===== config.mk =====
export PLATFORM = sky130hd
export DESIGN_NAME = rc4_pt_check
export DESIGN_NICKNAME = d
export VERILOG_FILES = /design/src/rtl/rc4_pkg.sv /design/src/rtl/rc4_pt_check.sv
export SDC_FILE = /design/constraint.sdc
export NUM_CORES = 1
export LEC_CHECK = 0
export ABC_AREA = 1
export BUFFER_PORTS_ARGS = -buffer_cell sky130_fd_sc_hd__clkbuf_2
export CORE_MARGIN = 2
export CORE_UTILIZATION = 45
export DETAILED_ROUTE_END_ITERATION = 8
export GPL_ROUTABILITY_DRIVEN = 0
export GPL_TIMING_DRIVEN = 0
export HOLD_SLACK_MARGIN = 0.08
export PLACE_DENSITY = 0.7
export SYNTH_ARGS = -nofsm -noshare
export SYNTH_HDL_FRONTEND = slang
export SYNTH_SLANG_ARGS = --single-unit

===== constraint.sdc =====
create_clock -name clk -period 4.05 [get_ports clk]
set_clock_uncertainty 0.1 [all_clocks]
set_input_delay 0.81 -clock clk [delete_from_list [all_inputs] [get_ports clk]]
set_output_delay 0.81 -clock clk [all_outputs]
set_load 0.005 [all_outputs]

===== src/rtl/rc4_pkg.sv =====
// Shared types and helpers for the RC4 plaintext checker and its neighbours.
package rc4_pkg;

    typedef enum logic [1:0] {
        IDLE  = 2'd0,
        LEN   = 2'd1,
        LWAIT = 2'd2,
        SCAN  = 2'd3
    } state_t;

    localparam logic [7:0] CH_LO_DEF = 8'h20;
    localparam logic [7:0] CH_HI_DEF = 8'h7E;

    function automatic logic is_printable(input logic [7:0] ch,
                                          input logic [7:0] lo,
                                          input logic [7:0] hi);
        return (ch >= lo) && (ch <= hi);
    endfunction

endpackage


===== src/rtl/rc4_pt_check.sv =====
// Reads a length-prefixed message from the decrypted memory and reports whether
// every plaintext byte is printable, plus the index of the first offending byte.
//
// state | meaning
// IDLE  | ready for a request; publishes a pending result for one cycle
// LEN   | address 0 presented to the RAM
// LWAIT | dm[0] arrives and becomes len; byte 1 prefetched
// SCAN  | dm[idx] checked each cycle while dm[idx+1] is prefetched
module rc4_pt_check
    import rc4_pkg::*;
#(
    parameter logic [7:0] CH_LO = CH_LO_DEF,
    parameter logic [7:0] CH_HI = CH_HI_DEF
) (
    input  logic       clk,
    input  logic       rst_n,
    input  logic       valid,
    output logic       ready,
    output logic [7:0] dm_addr,
    input  logic [7:0] dm_rddata,
    output logic       ok,
    output logic [7:0] bad_idx,
    output logic       done
);

    state_t     state;
    logic [7:0] len;
    logic [7:0] idx;
    logic       pend;
    logic       res_ok;
    logic [7:0] res_bad;

    always_ff @(posedge clk or negedge rst_n) begin
        if (!rst_n) begin
            state   <= IDLE;
            ready   <= 1'b1;
            ok      <= 1'b0;
            bad_idx <= 8'd0;
            done    <= 1'b0;
            dm_addr <= 8'd0;
            len     <= 8'd0;
            idx     <= 8'd0;
            pend    <= 1'b0;
            res_ok  <= 1'b0;
            res_bad <= 8'd0;
        end else begin
            done <= 1'b0;
            case (state)
                IDLE: begin
                    dm_addr <= 8'd0;
                    // A decided result is published one cycle after the decision,
                    // together with ready, so done and ready rise in the same cycle.
                    if (pend) begin
                        pend    <= 1'b0;
                        ready   <= 1'b1;
                        done    <= 1'b1;
                        ok      <= res_ok;
                        bad_idx <= res_bad;
                    end else if (valid && ready) begin
                        ready   <= 1'b0;
                        ok      <= 1'b0;
                        bad_idx <= 8'd0;
                        state   <= LEN;
                    end
                end
                LEN: begin
                    dm_addr <= 8'd1;
                    state   <= LWAIT;
                end
                LWAIT: begin
                    len <= dm_rddata;
                    if (dm_rddata == 8'd0) begin
                        res_ok  <= 1'b1;
                        res_bad <= 8'd0;
                        pend    <= 1'b1;
                        dm_addr <= 8'd0;
                        state   <= IDLE;
                    end else begin
                        idx     <= 8'd1;
                        dm_addr <= 8'd2;
                        state   <= SCAN;
                    end
                end
                SCAN: begin
                    if (!is_printable(dm_rddata, CH_LO, CH_HI)) begin
                        res_ok  <= 1'b0;
                        res_bad <= idx;
                        pend    <= 1'b1;
                        dm_addr <= 8'd0;
                        state   <= IDLE;
                    end else if (idx == len) begin
                        res_ok  <= 1'b1;
                        res_bad <= 8'd0;
                        pend    <= 1'b1;
                        dm_addr <= 8'd0;
                        state   <= IDLE;
                    end else begin
                        // Wraps to 0 for the last byte of a 255-byte message; that read is unused.
                        idx     <= idx + 8'd1;
                        dm_addr <= idx + 8'd2;
                    end
                end
                default: begin
                    state   <= IDLE;
                    dm_addr <= 8'd0;
                end
            endcase
        end
    end

endmodule


==> results.sh, run 1 <==
export IMPL_final_period_utilization_pct=46.9
export IMPL_cts_htree_levels=2
export IMPL_critical_path_launch_point_type="input port"
export IMPL_first_pass_iters=4
export IMPL_core_region_area_um2=5110
export IMPL_grt_overflow_total=0
export IMPL_drt_vias_per_instance=4.66
export IMPL_antenna_diode_count=0
export IMPL_synth_top_cell_area_share_pct=48.4
export IMPL_worst_r2r_startpoint="state[0]"
export IMPL_root_buffer="sky130_fd_sc_hd__clkbuf_8"
export IMPL_synthMostInstantiatedCell="sky130_fd_sc_hd__nand2_1"
export IMPL_r2r_slack_ps=2170
export IMPL_hold_path_startpoint="res_bad[7]"
export IMPL_worst_ep_arrival_time_ps=2000
export IMPL_layout_area_overhead_vs_synth_pct=14.0
export IMPL_setup_worst_path_end_class="flop"
export IMPL_cp_slowest_cell="sky130_fd_sc_hd__nor2_1"
export IMPL_post_synth_main_area_contributors="sky130_fd_sc_hd__dfrtp_1 (48%), sky130_fd_sc_hd__nand2_1 (17%), sky130_fd_sc_hd__inv_1 (4.4%)"
export IMPL_clock_tree_buffer_depth=2
export IMPL_grt_start_max_net_pins=48
export IMPL_number_of_buffers_added_to_fix_hold_violations_after_cts=0
export IMPL_synth_net_count=316
export IMPL_initial_utilization_pct=46.5
export IMPL_synth_ff_latch_count=47
export IMPL_max_slew_worst_pin_slew_ps=1140
export IMPL_clock_sinks=47
export IMPL_die_h_um=76.7
export IMPL_hp_class="reg -> reg"
export IMPL_cellLeakagePower_nw=1.36
export IMPL_io_pin_count=30
export IMPL_synth_sequential_area_ratio_pct=49.6
export IMPL_critical_path_class="in -> reg"
export IMPL_crit_chain="clkbuf_2 -> nor2_2 -> nand2_1 -> o21ai_1 -> inv_1 -> nor2_1 -> nand2_2 -> nand2_1 -> nand2_1"
export IMPL_cts_tree="done"
export IMPL_maximum_fanout_along_the_worst_path=9
export IMPL_setup_viol_count_final=0
export IMPL_worst_setup_hold_path_clk_slew_ps=90
export IMPL_period_needed_ps=1900
export IMPL_synth_edff_count=0
export IMPL_final_max_slew_violation_count=0
export IMPL_cts_buffers=5
export IMPL_layout_nets=352
export IMPL_synthesis_yosys_warnings=0
export IMPL_post_cts_setup_buffer_count=0
export IMPL_required_ps=4150
export IMPL_vias_in_the_first_global_route=1838
export IMPL_floorplan_die_area_um2=5880
export IMPL_path_common_cell="sky130_fd_sc_hd__nand2_1"
export IMPL_wl_um=4530
export IMPL_placed_area_um2=2610
export IMPL_drive_gt1_share_pct=19.0
export IMPL_worst_ir_drop_vdd_v=0.000240
export IMPL_synthDistinctLibCells=29
export IMPL_core_rowCount=26
export IMPL_via_count=1898
export IMPL_grt_first_pass_wirelength_um=8330
export IMPL_fp_dieW_um=76.7
export IMPL_fin_setup_tns_ps=0
export IMPL_antenna_found_initial=0
export IMPL_slew_headroom_pct=24.0
export IMPL_timing_hold_violations_final=0
export IMPL_status="finished clean"
export IMPL_fmaxAchievable_ghz=0.526
export IMPL_min_delay_worst_endpoint="res_bad[7]"
export IMPL_hold_depth=2
export IMPL_post_synth_most_frequent_cells="sky130_fd_sc_hd__nand2_1 (108), sky130_fd_sc_hd__dfrtp_1 (46), sky130_fd_sc_hd__inv_1 (28)"
export IMPL_ant_nets=0
export IMPL_rsz0062_at_grt="false"
export IMPL_detailedPlacementHpwl_um=3410
export IMPL_cell_area_after_layout_um2=2710
export IMPL_ys_async_sr_fraction_pct=100
export IMPL_io_buffers=29
export IMPL_yosys_area_top_type="sky130_fd_sc_hd__dfrtp_1"
export IMPL_largest_stage_delay_on_the_critical_path_ps=220
export IMPL_drt_iter0_drc=94
export IMPL_cell_count_after_synthesis=300
export IMPL_cts_repair_resized=0
export IMPL_worstSkewPairLatency_ps=300
export IMPL_cap_viol_max_count=0
export IMPL_detailedPlace_worstSlack_ps=1830
export IMPL_avgRoutedWirePerCell_um=11.1
export IMPL_critical_path_reg2reg_endpoint="idx[5]"
export IMPL_synth_flop_cell="sky130_fd_sc_hd__dfrtp_1"
export IMPL_avgSynthCellArea_um2=7.92
export IMPL_gr_usage_all_layers_pct=17.4
export IMPL_syn_cell_area_um2=2380
export IMPL_post_route_drc_count=0
export IMPL_fin_ws_ps=2150
export IMPL_power_density_over_the_cells_nw_per_um2=563
export IMPL_worst_r2r_path_depth=10
[cell usage in the layout, fill, tap and decap left out, types with 3 or more instances in the layout]
cell type	n
sky130_fd_sc_hd__nand2_1	108
sky130_fd_sc_hd__dfrtp_1	46
sky130_fd_sc_hd__clkbuf_2	29
sky130_fd_sc_hd__inv_1	28
sky130_fd_sc_hd__nand3_1	21
sky130_fd_sc_hd__nor2_1	20
sky130_fd_sc_hd__o21ai_0	19
sky130_fd_sc_hd__o21ai_1	7
sky130_fd_sc_hd__nor2_2	6
sky130_fd_sc_hd__clkbuf_8	6
sky130_fd_sc_hd__xnor2_1	5
sky130_fd_sc_hd__nand2_2	5
sky130_fd_sc_hd__ha_1	5
sky130_fd_sc_hd__inv_2	4
sky130_fd_sc_hd__buf_2	3
sky130_fd_sc_hd__xor2_1	3
sky130_fd_sc_hd__clkbuf_1	3
[logic make-up (layout without fill, tap and decap cells)]
family	after synthesis	count (layout)	share of synthesized area, %
compound gates	32	32	7.69
fa+ha+maj	5	5	2.63
simple gates	166	166	29.8
flops	47	47	49.6
buf+inv	42	79	7.42
xor+xnor	8	8	2.95
[metrics by stage]
stage               utilization [%]  power [W]  cells  hold WS [ps]
floorplan                         -    0.00108    300           342
CTS                            53.0    0.00154    407           381
finish                         53.0    0.00153    407           376
detailed placement             51.1    0.00124    399           360
global placement               51.1    0.00123    399           358
global route                   53.0    0.00166    407           398
[area by class of cell]
cell class	instances	area, µm²
flip-flops and latches	47	1180
well taps	70	87.6
plain buffers	8	48.8
inverters	34	128
clock buffers	6	82.6
clock inverters	2	16.3
multi-input cells	211	1020
repair buffers	29	145
fillers	514	2400
[power by group]
group / total [W] / leakage [nW] / switching (W) / internal (W)
sequential: 0.000642 / 0.627 / 0.0000657 / 0.000576
clock: 0.000301 / 0.0474 / 0.000162 / 0.000139
combinational: 0.000583 / 0.684 / 0.000378 / 0.000205
[registers in the layout, indices dropped and copies added (netlist names)]
name	count
idx	8
done	1
bad_idx	8
res_ok	1
res_bad	8
ready	1
pend	1
ok	1
len	8
dm_addr	8
state	2
[worst max-delay path by stage]
stage	from	slack, ps	cells past startpoint	end
final	dm_rddata[6]	2150	9	res_bad[5]
after floorplan	dm_rddata[6]	2180	8	res_bad[2]
after global placement	dm_rddata[6]	1890	9	res_bad[0]
after global routing	dm_rddata[6]	1970	9	res_bad[2]
after detailed placement	dm_rddata[6]	1830	9	res_bad[5]
after CTS	dm_rddata[6]	2160	9	res_bad[2]
[critical path: cells and delay by family]
| kind | cells | cell delay [ps] |
|---|---|---|
| AO/OA/AOI/OAI | 1 | 190 |
| buffers and inverters | 2 | 190 |
| AND/OR/NAND/NOR | 6 | 810 |
[routing by layer]
metal | wire [µm] | track usage (%) | share of wire [%]
met2 | 2090 | 29.3 | 46
met3 | 170 | 3.18 | 3.8
met5 | 0 | 0 | 0
met1 | 2210 | 23.0 | 49
met4 | 58 | 4.91 | 1.3
Power figures use the tool's default switching activity.
==> run 2: changes to the inputs <==
ABC_AREA = 0   (was 1)
clock period = 1.95 ns   (was 4.05 ns; I/O delays follow)
==> run 2 against run 1 <==
Against the previous run: critical path depth stayed put; flip-flop and latch count stayed put; total power is 150% higher; combinational power grew to 2.8 times the previous value; highest routed layer unchanged; worst setup slack worse by 2100 ps; synthesized cell count is 37% lower; critical endpoint is now idx[6]; sequential power is 120% higher; final area is 7.1% higher; first-iteration DRC count is 17% lower; non-clock buffer count is 15 higher; via count is 11% lower; critical path type is now reg -> reg.
==> results.sh, run 2 <==
export IMPL_maximum_fanout_along_the_worst_path=7
export IMPL_power_share_sequential_pct=37.5
export IMPL_clock_tree_buffer_depth=2
export IMPL_detailedPlacementHpwl_um=3210
export IMPL_synth_ff_latch_count=47
export IMPL_grt_overflow_total=0
export IMPL_worst_setup_hold_path_clk_slew_ps=90
export IMPL_syn_cell_area_um2=2310
export IMPL_synthMostInstantiatedCell="sky130_fd_sc_hd__dfrtp_1"
export IMPL_drive_gt1_share_pct=40.9
export IMPL_worst_hold_slack_ps=200
export IMPL_pwr_share_comb_pct=43.6
export IMPL_cts_htree_levels=2
export IMPL_final_period_utilization_pct=99.0
export IMPL_cap_viol_max_count=0
export IMPL_fmaxAchievable_ghz=0.518
export IMPL_core_rowCount=26
export IMPL_nFillCells=412
export IMPL_via_count=1696
export IMPL_slew_headroom_pct=22.7
export IMPL_critical_path_launch_point_type="flop"
export IMPL_synth_top_cell_area_share_pct=49.8
export IMPL_mostFrequentLayoutCell="sky130_fd_sc_hd__dfrtp_1"
export IMPL_fp_dieW_um=75.7
export IMPL_synth_edff_count=0
export IMPL_cts_buffers=5
export IMPL_grt_busiest_layer="met2"
export IMPL_cell_count_after_synthesis=190
export IMPL_synth_flop_cell="sky130_fd_sc_hd__dfrtp_1"
export IMPL_global_route_usage_met1_pct=24.6
export IMPL_antenna_found_initial=0
export IMPL_synthDistinctLibCells=53
export IMPL_cts_tree="done"
export IMPL_ant_nets=0
export IMPL_initial_utilization_pct=45.8
export IMPL_worstSkewPairLatency_ps=310
export IMPL_critical_path_class="reg -> reg"
export IMPL_final_max_slew_violation_count=0
export IMPL_floorplan_die_area_um2=5720
export IMPL_avgRoutedWirePerCell_um=15.7
export IMPL_required_ps=2080
export IMPL_root_buffer="sky130_fd_sc_hd__clkbuf_8"
export IMPL_clockPowerShare_pct=19.0
export IMPL_p_switching_w=0.00141
export IMPL_power_density_over_the_cells_nw_per_um2=1320
export IMPL_first_pass_iters=4
export IMPL_grt_first_pass_wirelength_um=7660
export IMPL_drt_vias_per_instance=5.44
export IMPL_worst_ir_drop_vdd_v=0.000712
export IMPL_post_synth_most_frequent_cells="sky130_fd_sc_hd__dfrtp_1 (46), sky130_fd_sc_hd__a22o_1 (16), sky130_fd_sc_hd__nand2_1 (11)"
export IMPL_multi_input_gate_area_in_the_final_layout_um2=1160
export IMPL_fin_util_pct=57.5
export IMPL_power_report_internal_total_w=0.00240
export IMPL_setup_worst_path_end_class="flop"
export IMPL_worst_r2r_path_depth=9
export IMPL_drt_iter0_drc=78
export IMPL_die_h_um=75.7
export IMPL_setup_viol_count_final=0
export IMPL_synthesis_yosys_warnings=0
export IMPL_layout_area_overhead_vs_synth_pct=25.4
export IMPL_synth_net_count=206
export IMPL_timing_hold_violations_final=0
export IMPL_mostFrequentLayoutCells="sky130_fd_sc_hd__dfrtp_1 (43), sky130_fd_sc_hd__clkbuf_2 (29), sky130_fd_sc_hd__a22o_1 (16)"
export IMPL_clock_sinks=47
export IMPL_post_route_drc_count=0
export IMPL_global_route_usage_met3_pct=4.63
export IMPL_antenna_diode_count=0
export IMPL_period_needed_ps=1930
export IMPL_io_pin_count=30
export IMPL_gr_usage_all_layers_pct=18.1
export IMPL_core_region_area_um2=5040
export IMPL_ys_async_sr_fraction_pct=100
export IMPL_cellLeakagePower_nw=1.30
export IMPL_area_sequential_um2=1180
export IMPL_grtUsageMet2_pct=28.0
export IMPL_io_buffers=29
export IMPL_wl_um=4890
export IMPL_netSwitchingFraction_pct=37.1
export IMPL_vias_in_the_first_global_route=1556
export IMPL_layout_nets=257
export IMPL_synth_sequential_area_ratio_pct=50.9
export IMPL_hp_class="in -> async"
export IMPL_status="finished clean"
export IMPL_post_synth_main_area_contributors="sky130_fd_sc_hd__dfrtp_1 (50%), sky130_fd_sc_hd__a22o_1 (6.1%), sky130_fd_sc_hd__mux2_2 (3.9%)"
export IMPL_avgSynthCellArea_um2=12.2
export IMPL_max_slew_worst_pin_slew_ps=1160
export IMPL_grt_start_max_net_pins=48
export IMPL_yosys_area_top_type="sky130_fd_sc_hd__dfrtp_1"
export IMPL_worst_ep_arrival_time_ps=2060
[run 2: cell types whose count changed in the layout (fill, tap and decap cells not counted), moves of 5 or more]
cell	delta
sky130_fd_sc_hd__inv_1	-22
sky130_fd_sc_hd__nor2_1	-17
sky130_fd_sc_hd__nand3_1	-17
sky130_fd_sc_hd__nor2_2	-6
sky130_fd_sc_hd__buf_4	+12
sky130_fd_sc_hd__o21ai_0	-14
sky130_fd_sc_hd__nand2_1	-97
sky130_fd_sc_hd__o21ai_1	-7
sky130_fd_sc_hd__nor3_1	+6
sky130_fd_sc_hd__mux2_2	+8
sky130_fd_sc_hd__a22o_1	+16
sky130_fd_sc_hd__xnor2_2	+5
[run 2: final timing paths]
kind / slack (ps) / startpoint / end
max: 20 / state[0] / idx[6]
min: 200 / rst_n / done
max reg2reg: 20 / state[0] / idx[6]
min reg2reg: 400 / bad_idx[1] / bad_idx[1]
max in group asynchronous: 770 / rst_n / idx[3]
min in group clk: 260 / valid / ready
[run 2: what timing repair did]
action / 4_1_cts / 5_1_grt
hold buffers: 0 / 0
pin swaps: 2 / 6
setup buffers: 3 / 11
endpoints found under the setup margin: 13 / 16
cloned: 0 / 1
resized for setup: 4 / 19
[run 2: per-layer routing]
layer / share of wire [%] / wire [µm] / up-vias
met4: 1.6 / 79 / 0
met2: 48 / 2330 / 40
li1: - / - / 807
met1: 47 / 2310 / 841
met5: 0 / 0 / -
met3: 3.4 / 165 / 8
[run 2: cell type report]
class	count	area share (%)
clock inverters	3	1.51
well taps	70	3.02
clock buffers	5	2.37
repair buffers	43	9.06
inverters	7	0.906
flip-flops and latches	47	40.7
plain buffers	9	2.24
multi-input cells	128	40.1
[run 2: through the flow]
step	setup TNS, ps	std cells	cell area [µm²]	setup slack [ps]	power, W
finish	0	312	2900	19.6	0.00381
global route	-87.7	312	2900	-50.6	0.00405
CTS	0	300	2700	4.74	0.00350
detailed placement	-547	289	2540	-113	0.00271
global placement	-302	289	2540	-97.0	0.00266
floorplan	0	190	2310	116	0.00236
[run 2: cells by family after synthesis]
| group | synth area share, % |
|---|---|
| compound gates | 18.5 |
| xor+xnor | 5.58 |
| fa+ha+maj | 2.71 |
| buf+inv | 3.52 |
| flops | 50.9 |
| mux | 5.85 |
| simple gates | 12.9 |
[run 2: power groups by stage]
stage	Combinational, W	Sequential, W	Clock [W]
2_1_floorplan	0.000973	0.00138	0
3_3_place_gp	0.00125	0.00141	0
3_5_place_dp	0.00129	0.00142	0
4_1_cts	0.00135	0.00140	0.000743
5_1_grt	0.00181	0.00146	0.000782
6_report	0.00166	0.00143	0.000723
[run 2: worst max-delay path, stage by stage, from the launching register on]
cell                       delay (ps)
sky130_fd_sc_hd__dfrtp_1          420
sky130_fd_sc_hd__inv_2             80
sky130_fd_sc_hd__ha_1             170
sky130_fd_sc_hd__buf_6            130
sky130_fd_sc_hd__nor2_1            70
sky130_fd_sc_hd__a31oi_4          230
sky130_fd_sc_hd__buf_4            160
sky130_fd_sc_hd__nand3_1           80
sky130_fd_sc_hd__or3_1            320
sky130_fd_sc_hd__o211ai_1         100
==> run 3: changes to the inputs <==
RECOVER_POWER = 25   (was not set)
==> run 3 against run 2 <==
Against the previous run: global-route usage is the same; routed wire length fell by 0.10%; count of clock-buffer cells in the layout did not move; critical endpoint unchanged; die area unchanged; first-iteration DRC count up 5.1%; flip-flop and latch count did not move; maximum frequency grew 0.26%; via count is 0.12% lower; total power is 0.14% lower; sequential power about the same.
==> results.sh, run 3 (synthesis results as in run 2) <==
export IMPL_status="finished clean"
export IMPL_critical_path_launch_point_type="flop"
export IMPL_grt_overflow_total=0
export IMPL_core_rowCount=26
export IMPL_io_buffers=29
export IMPL_drt_iter0_drc=82
export IMPL_worstSkewPairLatency_ps=310
export IMPL_avgRoutedWirePerCell_um=15.7
export IMPL_setup_viol_count_final=0
export IMPL_power_density_over_the_cells_nw_per_um2=1320
export IMPL_critical_path_class="reg -> reg"
export IMPL_vias_in_the_first_global_route=1556
export IMPL_post_route_drc_count=0
export IMPL_maximum_fanout_along_the_worst_path=7
export IMPL_layout_nets=257
export IMPL_cap_viol_max_count=0
export IMPL_wl_um=4890
export IMPL_core_region_area_um2=5040
export IMPL_detailedPlacementHpwl_um=3210
export IMPL_worst_ep_arrival_time_ps=2050
export IMPL_worst_setup_hold_path_clk_slew_ps=90
export IMPL_cts_buffers=5
export IMPL_die_h_um=75.7
export IMPL_drt_vias_per_instance=5.43
export IMPL_grt_first_pass_wirelength_um=7660
export IMPL_final_period_utilization_pct=98.7
export IMPL_cell_area_after_layout_um2=2890
export IMPL_detailedPlace_worstSlack_ps=-113
export IMPL_placed_area_um2=2540
export IMPL_clock_sinks=47
export IMPL_cellLeakagePower_nw=1.27
export IMPL_gr_usage_all_layers_pct=18.1
export IMPL_fp_dieW_um=75.7
export IMPL_setup_worst_path_end_class="flop"
export IMPL_fin_util_pct=57.3
export IMPL_final_max_slew_violation_count=0
export IMPL_cts_tree="done"
export IMPL_layout_area_overhead_vs_synth_pct=25.0
export IMPL_drive_gt1_share_pct=37.6
export IMPL_floorplan_die_area_um2=5720
export IMPL_slew_headroom_pct=22.7
export IMPL_clock_tree_buffer_depth=2
export IMPL_period_needed_ps=1930
export IMPL_mostFrequentLayoutCells="sky130_fd_sc_hd__dfrtp_1 (43), sky130_fd_sc_hd__clkbuf_2 (21), sky130_fd_sc_hd__a22o_1 (16)"
export IMPL_required_ps=2080
export IMPL_io_pin_count=30
export IMPL_worst_ir_drop_vdd_v=0.000711
export IMPL_root_buffer="sky130_fd_sc_hd__clkbuf_8"
export IMPL_initial_utilization_pct=45.8
export IMPL_fin_ws_ps=24.6
export IMPL_antenna_diode_count=0
export IMPL_ant_nets=0
export IMPL_antenna_found_initial=0
export IMPL_mostFrequentLayoutCell="sky130_fd_sc_hd__dfrtp_1"
export IMPL_max_slew_worst_pin_slew_ps=1160
export IMPL_fin_setup_tns_ps=0
export IMPL_timing_hold_violations_final=0
export IMPL_first_pass_iters=4
export IMPL_worst_r2r_path_depth=9
export IMPL_hp_class="in -> async"
export IMPL_totalPowerFinal_w=0.00381
export IMPL_via_count=1694
export IMPL_cts_htree_levels=2
export IMPL_nFillCells=420
export IMPL_grt_start_max_net_pins=48
export IMPL_fmaxAchievable_ghz=0.519
[run 3: changes by cell type in the layout (fill, tap and decap cells not counted)]
cell and delta:
sky130_fd_sc_hd__clkbuf_1 +7, sky130_fd_sc_hd__clkbuf_2 -8, sky130_fd_sc_hd__buf_1 +1
[run 3: report_power, final]
part           internal, W  switching [W]
combinational     0.000789       0.000869
clock             0.000382       0.000340
sequential         0.00123       0.000202
[run 3: worst max-delay path: stages (launching register included)]
cell                       delay (ps)
sky130_fd_sc_hd__dfrtp_1          420
sky130_fd_sc_hd__inv_2             80
sky130_fd_sc_hd__ha_1             170
sky130_fd_sc_hd__buf_6            130
sky130_fd_sc_hd__nor2_1            70
sky130_fd_sc_hd__a31oi_4          230
sky130_fd_sc_hd__buf_4            160
sky130_fd_sc_hd__nand3_1           80
sky130_fd_sc_hd__or3_1            320
sky130_fd_sc_hd__o211ai_1         100
[run 3: stage by stage]
step | hold slack [ps] | cells
floorplan | -5.59 | 190
global placement | 381 | 289
detailed placement | 385 | 289
CTS | 249 | 300
global route | 263 | 312
finish | 200 | 312
[run 3: worst paths after layout]
check | end | slack [ps] | start
setup reg to reg | idx[6] | 20 | state[0]
max in group asynchronous | idx[3] | 770 | rst_n
hold reg to reg | bad_idx[1] | 400 | bad_idx[1]
setup / recovery | idx[6] | 20 | state[0]
hold / removal | done | 200 | rst_n
min in group clk | ready | 260 | valid
[run 3: final cells by class]
cell class | count | area [µm²] | area share [%]
Inverter | 7 | 26.3 | 0.909
Timing Repair Buffer | 43 | 253 | 8.75
Clock buffer | 5 | 68.8 | 2.38
Tap cell | 70 | 87.6 | 3.03
Clock inverter | 3 | 43.8 | 1.52
Buffer | 9 | 65.1 | 2.25
Sequential cell | 47 | 1180 | 40.9
Multi-Input combinational cell | 128 | 1160 | 40.3
[run 3: repair_timing]
| item | in CTS | in global routing |
|---|---|---|
| hold buffers | 0 | 0 |
| pin swaps | 2 | 6 |
| setup buffers | 3 | 11 |
| gates cloned | 0 | 1 |
| endpoints found under the setup margin | 13 | 16 |
| gates resized for setup | 4 | 19 |
| hold endpoints to repair | 0 | 0 |
[run 3: layer usage]
| metal | GRT usage (%) | wire length, µm | part of all wire [%] |
|---|---|---|---|
| met1 | 24.6 | 2260 | 46 |
| met2 | 28.0 | 2310 | 47 |
| met3 | 4.63 | 232 | 4.7 |
| met4 | 6.63 | 77 | 1.6 |
| met5 | 0 | 0 | 0 |
